`src/rtl/cnt_pkg.sv`:
```
// Shared types and constants for the prescaled sequence counter.
package cnt_pkg;

    typedef enum logic [1:0] {
        StIdle = 2'd0,
        StRun  = 2'd1,
        StDone = 2'd2
    } cnt_state_e;

    localparam logic DirUp   = 1'b0;
    localparam logic DirDown = 1'b1;

endpackage

```
`src/rtl/prescaled_seq_counter_if.sv`:
```
// Control/status bundle between panel logic (master) and the sequence counter (slave).
interface prescaled_seq_counter_if #(
    parameter int unsigned CNT_W = 8
) ();

    logic             start;
    logic             abort;
    logic             dir_down;
    logic             reload;
    logic [CNT_W-1:0] limit;
    logic             busy;
    logic             finish;
    logic             done_pulse;
    logic             wrap_pulse;
    logic             tick;
    logic [CNT_W-1:0] cnt;

    modport master (
        output start, abort, dir_down, reload, limit,
        input  busy, finish, done_pulse, wrap_pulse, tick, cnt
    );

    modport slave (
        input  start, abort, dir_down, reload, limit,
        output busy, finish, done_pulse, wrap_pulse, tick, cnt
    );

endinterface

```
`src/rtl/cnt_tick_gen.sv`:
```
// Prescaler: registered one-cycle tick every DIV_NUM enabled cycles.
module cnt_tick_gen #(
    parameter int unsigned DIV_NUM = 10_000_000,
    parameter int unsigned DIV_W   = 24
) (
    input  logic clk,
    input  logic rst,
    input  logic en,
    input  logic clr,
    output logic tick
);

    if (DIV_NUM == 0 || (64'd1 << DIV_W) < 64'(DIV_NUM)) begin : g_div_check
        $error("DIV_W too narrow for DIV_NUM (or DIV_NUM is zero)");
    end

    localparam logic [DIV_W-1:0] Last = DIV_W'(DIV_NUM - 1);

    logic [DIV_W-1:0] div_q, div_d;
    logic             tick_q, tick_d;

    // en/clr describe the coming cycle, so tick_q lines up with div_q == Last.
    always_comb begin
        div_d = '0;
        if (en && !clr) begin
            div_d = (div_q == Last) ? '0 : div_q + DIV_W'(1);
        end
        tick_d = en && (div_d == Last);
    end

    always_ff @(posedge clk or posedge rst) begin
        if (rst) begin
            div_q  <= '0;
            tick_q <= 1'b0;
        end else begin
            div_q  <= div_d;
            tick_q <= tick_d;
        end
    end

    assign tick = tick_q;

endmodule

```
`src/rtl/prescaled_seq_counter.sv`:
```
// Start-triggered up/down sequence counter with prescaled stepping, auto-reload and abort.
module prescaled_seq_counter
    import cnt_pkg::*;
#(
    parameter int unsigned CNT_W   = 8,
    parameter int unsigned DIV_NUM = 10_000_000,
    parameter int unsigned DIV_W   = 24
) (
    input logic                   clk,
    input logic                   rst,
    prescaled_seq_counter_if.slave bus
);

    if (CNT_W < 2) begin : g_cnt_w_check
        $error("CNT_W must be at least 2");
    end

    cnt_state_e       state_q, state_d;
    logic             start_s1_q, start_s2_q;
    logic             start_tg;
    logic [CNT_W-1:0] lim_q, lim_d;
    logic             dir_q, dir_d;
    logic             rel_q, rel_d;
    logic [CNT_W-1:0] cnt_q, cnt_d;
    logic             busy_q, busy_d;
    logic             finish_q, finish_d;
    logic             done_q, done_d;
    logic             wrap_q, wrap_d;
    logic             at_term;
    logic             tick;

    cnt_tick_gen #(
        .DIV_NUM (DIV_NUM),
        .DIV_W   (DIV_W)
    ) u_tick_gen (
        .clk  (clk),
        .rst  (rst),
        .en   (state_d == StRun),
        .clr  (state_q != StRun),
        .tick (tick)
    );

    assign start_tg = start_s1_q & ~start_s2_q;
    assign at_term  = (dir_q == DirDown) ? (cnt_q == '0) : (cnt_q == lim_q);

    always_comb begin
        state_d  = state_q;
        lim_d    = lim_q;
        dir_d    = dir_q;
        rel_d    = rel_q;
        cnt_d    = cnt_q;
        finish_d = finish_q;
        done_d   = 1'b0;
        wrap_d   = 1'b0;
        unique case (state_q)
            StIdle, StDone: begin
                // Abort in the same cycle swallows the start edge.
                if (start_tg && !bus.abort) begin
                    lim_d = bus.limit;
                    dir_d = bus.dir_down;
                    rel_d = bus.reload;
                    if (bus.limit == '0) begin
                        state_d  = StDone;
                        finish_d = 1'b1;
                        done_d   = 1'b1;
                        cnt_d    = '0;
                    end else begin
                        state_d  = StRun;
                        finish_d = 1'b0;
                        cnt_d    = (bus.dir_down == DirDown) ? bus.limit : '0;
                    end
                end
            end
            StRun: begin
                if (bus.abort) begin
                    state_d = StIdle;
                end else if (tick) begin
                    if (!at_term) begin
                        cnt_d = (dir_q == DirDown) ? cnt_q - CNT_W'(1) : cnt_q + CNT_W'(1);
                    end else if (rel_q) begin
                        cnt_d  = (dir_q == DirDown) ? lim_q : '0;
                        wrap_d = 1'b1;
                    end else begin
                        state_d  = StDone;
                        finish_d = 1'b1;
                        done_d   = 1'b1;
                    end
                end
            end
            default: state_d = StIdle;
        endcase
        busy_d = (state_d == StRun);
    end

    always_ff @(posedge clk or posedge rst) begin
        if (rst) begin
            state_q    <= StIdle;
            start_s1_q <= 1'b0;
            start_s2_q <= 1'b0;
            lim_q      <= '0;
            dir_q      <= 1'b0;
            rel_q      <= 1'b0;
            cnt_q      <= '0;
            busy_q     <= 1'b0;
            finish_q   <= 1'b0;
            done_q     <= 1'b0;
            wrap_q     <= 1'b0;
        end else begin
            state_q    <= state_d;
            start_s1_q <= bus.start;
            start_s2_q <= start_s1_q;
            lim_q      <= lim_d;
            dir_q      <= dir_d;
            rel_q      <= rel_d;
            cnt_q      <= cnt_d;
            busy_q     <= busy_d;
            finish_q   <= finish_d;
            done_q     <= done_d;
            wrap_q     <= wrap_d;
        end
    end

    assign bus.busy       = busy_q;
    assign bus.finish     = finish_q;
    assign bus.done_pulse = done_q;
    assign bus.wrap_pulse = wrap_q;
    assign bus.tick       = tick;
    assign bus.cnt        = cnt_q;

endmodule
```
`src/flat_wrapper.sv`:
```
// flat-port wrapper written by rule: the top's interface ports become plain ports
module prescaled_seq_counter_flat import cnt_pkg::*;
#(
    parameter int unsigned CNT_W   = 8,
    parameter int unsigned DIV_NUM = 10_000_000,
    parameter int unsigned DIV_W   = 24
)
  (clk, rst, bus_start, bus_abort, bus_dir_down, bus_reload, bus_limit, bus_busy, bus_finish, bus_done_pulse, bus_wrap_pulse, bus_tick, bus_cnt);
  prescaled_seq_counter_if #(.CNT_W(CNT_W)) bus_i ();
  input logic clk;
  input logic rst;
  input wire logic [$bits(bus_i.start)-1:0] bus_start;
  input wire logic [$bits(bus_i.abort)-1:0] bus_abort;
  input wire logic [$bits(bus_i.dir_down)-1:0] bus_dir_down;
  input wire logic [$bits(bus_i.reload)-1:0] bus_reload;
  input wire logic [$bits(bus_i.limit)-1:0] bus_limit;
  output wire logic [$bits(bus_i.busy)-1:0] bus_busy;
  output wire logic [$bits(bus_i.finish)-1:0] bus_finish;
  output wire logic [$bits(bus_i.done_pulse)-1:0] bus_done_pulse;
  output wire logic [$bits(bus_i.wrap_pulse)-1:0] bus_wrap_pulse;
  output wire logic [$bits(bus_i.tick)-1:0] bus_tick;
  output wire logic [$bits(bus_i.cnt)-1:0] bus_cnt;
  assign bus_i.start = bus_start;
  assign bus_i.abort = bus_abort;
  assign bus_i.dir_down = bus_dir_down;
  assign bus_i.reload = bus_reload;
  assign bus_i.limit = bus_limit;
  assign bus_busy = bus_i.busy;
  assign bus_finish = bus_i.finish;
  assign bus_done_pulse = bus_i.done_pulse;
  assign bus_wrap_pulse = bus_i.wrap_pulse;
  assign bus_tick = bus_i.tick;
  assign bus_cnt = bus_i.cnt;
  prescaled_seq_counter #(.CNT_W(CNT_W), .DIV_NUM(DIV_NUM), .DIV_W(DIV_W)) u_core (.clk(clk), .rst(rst), .bus(bus_i));
endmodule
```
`config.mk`:
```
export PLATFORM = sky130hd
export DESIGN_NAME = prescaled_seq_counter_flat
export DESIGN_NICKNAME = d
export VERILOG_FILES = /design/src/rtl/cnt_pkg.sv /design/src/rtl/prescaled_seq_counter_if.sv /design/src/rtl/cnt_tick_gen.sv /design/src/rtl/prescaled_seq_counter.sv /design/src/flat_wrapper.sv
export SDC_FILE = /design/constraint.sdc
export NUM_CORES = 1
export LEC_CHECK = 0
export CAP_MARGIN = 20
export CORE_ASPECT_RATIO = 1.25
export CORE_UTILIZATION = 40
export CTS_BUF_LIST = sky130_fd_sc_hd__clkbuf_2
export DETAILED_ROUTE_END_ITERATION = 8
export MAX_ROUTING_LAYER = met4
export PLACE_DENSITY = 0.69
export SYNTH_ARGS = -nofsm -noshare
export SYNTH_HDL_FRONTEND = slang
export SYNTH_SLANG_ARGS = --single-unit
```
`constraint.sdc`:
```
create_clock -name clk -period 4.3 [get_ports clk]
set_clock_uncertainty 0.15 [all_clocks]
set_input_delay 0.86 -clock clk [delete_from_list [all_inputs] [get_ports clk]]
set_output_delay 0.86 -clock clk [all_outputs]
set_load 0.02 [all_outputs]
```
======== Word-level counts from Yosys, hierarchy flattened ========
Cells that the tools add are included.
cells by class
  add/subtract/negate cells ............... 3
  equality and inequality tests ........... 13
  multiplexer cells ....................... 38
  bitwise gates (word level) .............. 2
  reductions and logical operators ........ 13
operator list
  cell                                                 number
  two-way mux 8 bit                                    9
  equality test 24 bit, second input constant          2
  two-way mux 24 bit                                   2
  adder 24 x 1 -> 24 bit, second input constant        1
  two-way mux 1 bit                                    17
  zero test 8 bit                                      2
  case mux 8 bit (2 select lines)                      1
  two-way mux 2 bit                                    6
  adder 8 x 1 -> 8 bit, second input constant          1
  equality test 8 bit                                  1
  subtractor 8 x 1 -> 8 bit, second input constant     1
  != test 2 x 1 -> 1 bit, second input constant        3
  != test 2 bit, second input constant                 3
  AND reduction 6 bit                                  1
  AND reduction 5 bit                                  1
  equality test 2 x 1 -> 1 bit, second input constant  2
  case mux 1 bit (2 select lines)                      2
  case mux 2 bit (2 select lines)                      1
  logical AND 1 bit                                    3
  != test 3 x 2 -> 1 bit, second input constant        1
  equality test 2 bit, second input constant           1
  zero test 1 bit                                      2
  zero test 2 bit                                      1
  AND reduction 2 bit                                  1
  4 further kinds                                      4
storage, ports and cells
  flip-flop bits (word level) ............. 51
  bits of input ports ..................... 14
  output and inout port bits .............. 13
  word-level logic and storage cells ...... 82

======== Longest topological paths before layout ========
  word-level depth ........................ 11
  mapped depth ............................ 9

======== Modules after synthesis ========
Synthesis repeated with hierarchy kept, for this count alone.
second synthesis, totals
  cell total of the unflattened synthesis .. 321
  area total of the unflattened synthesis .. 3,165.5 sq um
by module, submodules not included
  module                 times used  cells each  area each (sq um)  sequential area each (sq um)
  prescaled_seq_counter  1           159         1,665.3            650.6
  cnt_tick_gen           1           162         1,500.2            625.6

======== Worst setup path after synthesis ========
No wires, ideal clock.
  path type ............................... input to register
  from .................................... input port bus_abort
  to ...................................... register u_core.lim_q[0]
  data arrival time ....................... 2,234 ps
  required time ........................... 4,025 ps
  slack ................................... 1,792 ps
  stages .................................. 4
  buffers on the path ..................... 1
  path through ............................ or3b_2 > nor2_1 > clkbuf_1 > mux2_2
between the ends
  word-level cells in the longest chain between the ends .. 3
ends and longest elaborated chain
  element                        RTL line                      text
  start, declared                flat_wrapper.sv:13            input wire logic [$bits(bus_i.abort)-1:0] bus_abort;
  zero test 1 bit                prescaled_seq_counter.sv:58   if (start_tg && !bus.abort) begin
  logical AND 1 bit              prescaled_seq_counter.sv:58
  AND reduction 2 bit (no line)  -
  end signal, assigned           prescaled_seq_counter.sv:112  lim_q <= lim_d;
  end, declared                  prescaled_seq_counter.sv:21   logic [CNT_W-1:0] lim_q, lim_d;
Every way passes these cells.
A chain may end at the register's enable or synchronous reset.

======== Worst setup path after layout ========
  from .................................... register u_core.cnt_q[7], in the netlist u_core.bus.cnt[7]
  to ...................................... register u_core.u_tick_gen.div_q[7]
between the ends
  word-level cells in the longest chain between the ends .. 9
  elaborated cells on any way between the ends .. 10
  those cells by class .................... eq/ne (2); mux (6); reduce/logical (2)
ends and longest elaborated chain
  element                                                        RTL line                      text
  start, declared                                                prescaled_seq_counter.sv:24   logic [CNT_W-1:0] cnt_q, cnt_d;
  start signal, assigned                                         prescaled_seq_counter.sv:115  cnt_q <= cnt_d;
  equality test 8 bit / zero test 8 bit (equally long branches)  prescaled_seq_counter.sv:44   assign at_term = (dir_q == DirDown) ? (cnt_q == '0) : (cnt_q == lim_q);
  two-way mux 1 bit (*)                                          prescaled_seq_counter.sv:44
  two-way mux 2 bit (*)                                          prescaled_seq_counter.sv:78   if (!at_term) begin
  two-way mux 2 bit (*)                                          prescaled_seq_counter.sv:77   end else if (tick) begin
  two-way mux 2 bit (*)                                          prescaled_seq_counter.sv:75   if (bus.abort) begin
  case mux 2 bit (2 select lines) (*)                            prescaled_seq_counter.sv:55   unique case (state_q)
  equality test 2 x 1 -> 1 bit (*)                               prescaled_seq_counter.sv:38   .en (state_d == StRun),
  logical AND 1 bit (*)                                          cnt_tick_gen.sv:25            if (en && !clr) begin
  two-way mux 24 bit (*)                                         cnt_tick_gen.sv:25
  net u_core.u_tick_gen.div_d[7]                                 cnt_tick_gen.sv:19            logic [DIV_W-1:0] div_q, div_d;
  end signal, assigned                                           cnt_tick_gen.sv:36            div_q <= div_d;
  end, declared                                                  cnt_tick_gen.sv:19
The timed path passes the listed nets; every way through them passes the cells marked *.

==> metrics <==
post-route ant nets=0; initial antenna violation count=0; Clock Latency Late Sink=0.46 ns; ys flop type=dfrtp_1; critical path launch point type=flip-flop; worst path arrival time=3.05 ns; combinational power share=34.0%; setup TNS=0 ns; clock slew at reported path FFs=0.30 ns; worst path cell trace=xor2_1 > nor4_1 > a31oi_2 > o21ai_2 > or2_1 > buf_4 > nor2_1; area growth from synthesis to layout=13.2%; hold path endpoint=u_core.start_s2_q$_DFF_PP0_; Sink Count=51; clock buffer depth=2; period utilization=66.2%; sw frac=36.6%; syn nets=347; total power draw=1.23 mW; Seq pwr share=48.7%; flops & latches, synth=51; number of detailed-route iterations in the first pass=5; cell taking the most area after synthesis=dfrtp_1; root buffer cell=clkbuf_2; largest net degree at the start of global routing=52; placed inst area=3360 sq um; min-delay src=u_core.start_s1_q$_DFF_PP0_; Period minus WS final=2.85 ns; final worst setup slack=1.45 ns; multi-input logic area=1670 sq um; wire per inst=14.7 um; Psw=0.451 mW; initial drt markers=89; GRT Util Overall=18.3%; Yosys top cell area share=42.1%; CTS resizes=0; status=completed; htree depth=2; max incr delay on CP=0.53 ns; CP Max Fanout=15; gr ovfl total=0; YS warnings=0; register area=1280 sq um; CTS Hold Bufs=0; Final Cell Area=3430 sq um; Pleak=1.36 nW; layout cells sized above 1=9.14%; fin nets=371; setup bufs post-CTS=0; commonest non-fill, non-tap cell in the layout=dfrtp_1; sequential-to-total area share from yosys stat=42.1%; worst hold slack=0.267 ns; top-level port count=27; total of max-cap violations=0; CTS Buf Count=5; TritonCTS clock tree=done; Finished Layout Cells=442; P per Cell Area=359 nW/um^2; RSZ-0062 raised after global routing=false; internal power=0.781 mW; CP max-delay cell=dfrtp_1; final setup fails=0; initial core utilization=41.2%; clock network power share=17.3%; Syn Inst Count=325; Worst setup EP type=flip-flop; first-pass GRT wire length=11000 um; synthesized area=3030 sq um; Worst Tran Pin Value=0.689 ns; antenna cells=0; HP Class=reg2reg; synth top area cells=dfrtp_1, xor2_1, nor2_1; fill count=714; reg-to-reg slack, setup=1.45 ns; Slew Limit Fails=0; data required time of the worst path=4.50 ns; row count=35; Die Ht=99.4 um; placed insts=433; Avg Cell Area, Syn=9.33 sq um; ys async rst share=100%; DP Wirelength=4890 um; Max Clk Rate=351 MHz; Post-synth EDFFs=0; Worst R2R Start=u_core.bus.cnt[7]$_DFFE_PP0P_; vias per cell=5.51; die area=7940 sq um; setup slack at placement=0.963 ns; vias in the first global route=2446; maximum VDD drop=174 uV; Hold Crit Depth=0; vias=2437; core area=7360 sq um; Slew Limit Headroom=54.0%; core occupancy in the finished layout=46.7%; reg2reg end=u_core.u_tick_gen.div_q[7]$_DFF_PP0_; GPL Wtd Cong=0.874; most frequent cells in the layout=dfrtp_1, nor2_1, nand2_1; Register-to-Register Path Depth=7; Die W=79.9 um; routed wire length=6520 um; Final Hold Viols=0; Port Buf Inserts=26; kind of critical path=reg2reg; Synth cell types=50; drc violations=0
cell usage after synthesis, types with 2 or more instances:
cell,n
a31oi_1,7
nor4_1,7
mux2i_1,2
nand4_1,9
and2_1,2
and4_1,2
nor2b_1,2
inv_1,7
dfrtp_1,51
buf_2,7
nand2b_1,2
a21oi_1,16
nand3_1,18
ha_1,7
nor3_1,7
xnor2_1,14
nor4b_2,2
xor2_1,24
nor2_1,48
nor3b_1,4
or3_1,3
clkbuf_1,4
or2_1,2
o21ai_0,8
nand3b_1,4
nand4b_1,2
and3_1,6
mux2_2,9
o21a_1,2
nand2_1,27
sequential cells by signal, summed over array words and instances, names as in the netlist:
| signal | count |
|---|---|
| u_core.bus.finish | 1 |
| u_core.u_tick_gen.div_q | 24 |
| u_core.state_q | 2 |
| u_core.bus.wrap_pulse | 1 |
| u_core.u_tick_gen.tick | 1 |
| u_core.dir_q | 1 |
| u_core.start_s1_q | 1 |
| u_core.lim_q | 8 |
| u_core.rel_q | 1 |
| u_core.bus.done_pulse | 1 |
| u_core.bus.cnt | 8 |
| u_core.bus.busy | 1 |
| u_core.start_s2_q | 1 |
critical path: cells and delay by family, from the launching register on:
family	cells	cell delay [ns]
AND/OR/NAND/NOR	3	0.88
AO/OA/AOI/OAI	2	0.75
flip-flops	1	0.53
buffers and inverters	1	0.26
XOR/XNOR	1	0.17
cell type report:
| class | count | share of cell area, % |
|---|---|---|
| multi-input cells | 255 | 48.6 |
| inverters | 7 | 0.765 |
| well taps | 92 | 3.35 |
| clock inverters | 3 | 0.765 |
| repair buffers | 29 | 8.60 |
| flip-flops and latches | 51 | 37.2 |
| clock buffers | 5 | 0.729 |
power groups by stage:
stage | clock [mW] | sequential [mW] | combinational (mW)
after detailed placement | 0 | 0.609 | 0.416
after global placement | 0 | 0.605 | 0.408
after floorplan | 0 | 0.622 | 0.265
final | 0.213 | 0.600 | 0.419
after global routing | 0.240 | 0.607 | 0.466
after CTS | 0.223 | 0.600 | 0.419
layer usage:
layer / share of wire, % / up-vias / GRT usage [%] / routed length, um
met3: 2.8 / 10 / 2.11 / 183
met1: 42 / 1193 / 20.4 / 2720
met4: 1.8 / 0 / 8.24 / 119
li1: - / 1189 / - / -
met5: 0 / - / - / 0
met2: 54 / 45 / 32.5 / 3490
logic make-up (layout without fill, tap and decap cells):
| kind of cell | Yosys count | in the layout | synth area share, % |
|---|---|---|---|
| and+or+nand+nor | 154 | 154 | 27.3 |
| xor gates and xnor gates | 38 | 38 | 11.0 |
| adders and majority gates | 8 | 8 | 3.55 |
| muxes | 11 | 11 | 4.00 |
| buffers and inverters | 19 | 44 | 2.89 |
| DFF | 51 | 51 | 42.1 |
| AOI/OAI and AO/OA | 44 | 44 | 9.24 |
worst max path at each step:
stage                                                 endpoint                          start  cells past startpoint  slack [ns]
after floorplan                    u_core.lim_q[0]$_DFFE_PP0P_                      bus_abort                      4        1.79
after global placement           u_core.bus.cnt[7]$_DFFE_PP0P_                      bus_abort                      8        1.04
after detailed placement         u_core.bus.cnt[7]$_DFFE_PP0P_                      bus_abort                      8        0.96
after CTS                 u_core.u_tick_gen.div_q[7]$_DFF_PP0_  u_core.bus.cnt[7]$_DFFE_PP0P_                      7        1.45
after global routing      u_core.u_tick_gen.div_q[2]$_DFF_PP0_  u_core.bus.cnt[7]$_DFFE_PP0P_                      7        1.29
final                     u_core.u_tick_gen.div_q[7]$_DFF_PP0_  u_core.bus.cnt[7]$_DFFE_PP0P_                      7        1.45
(Power assumes the default switching activity.)
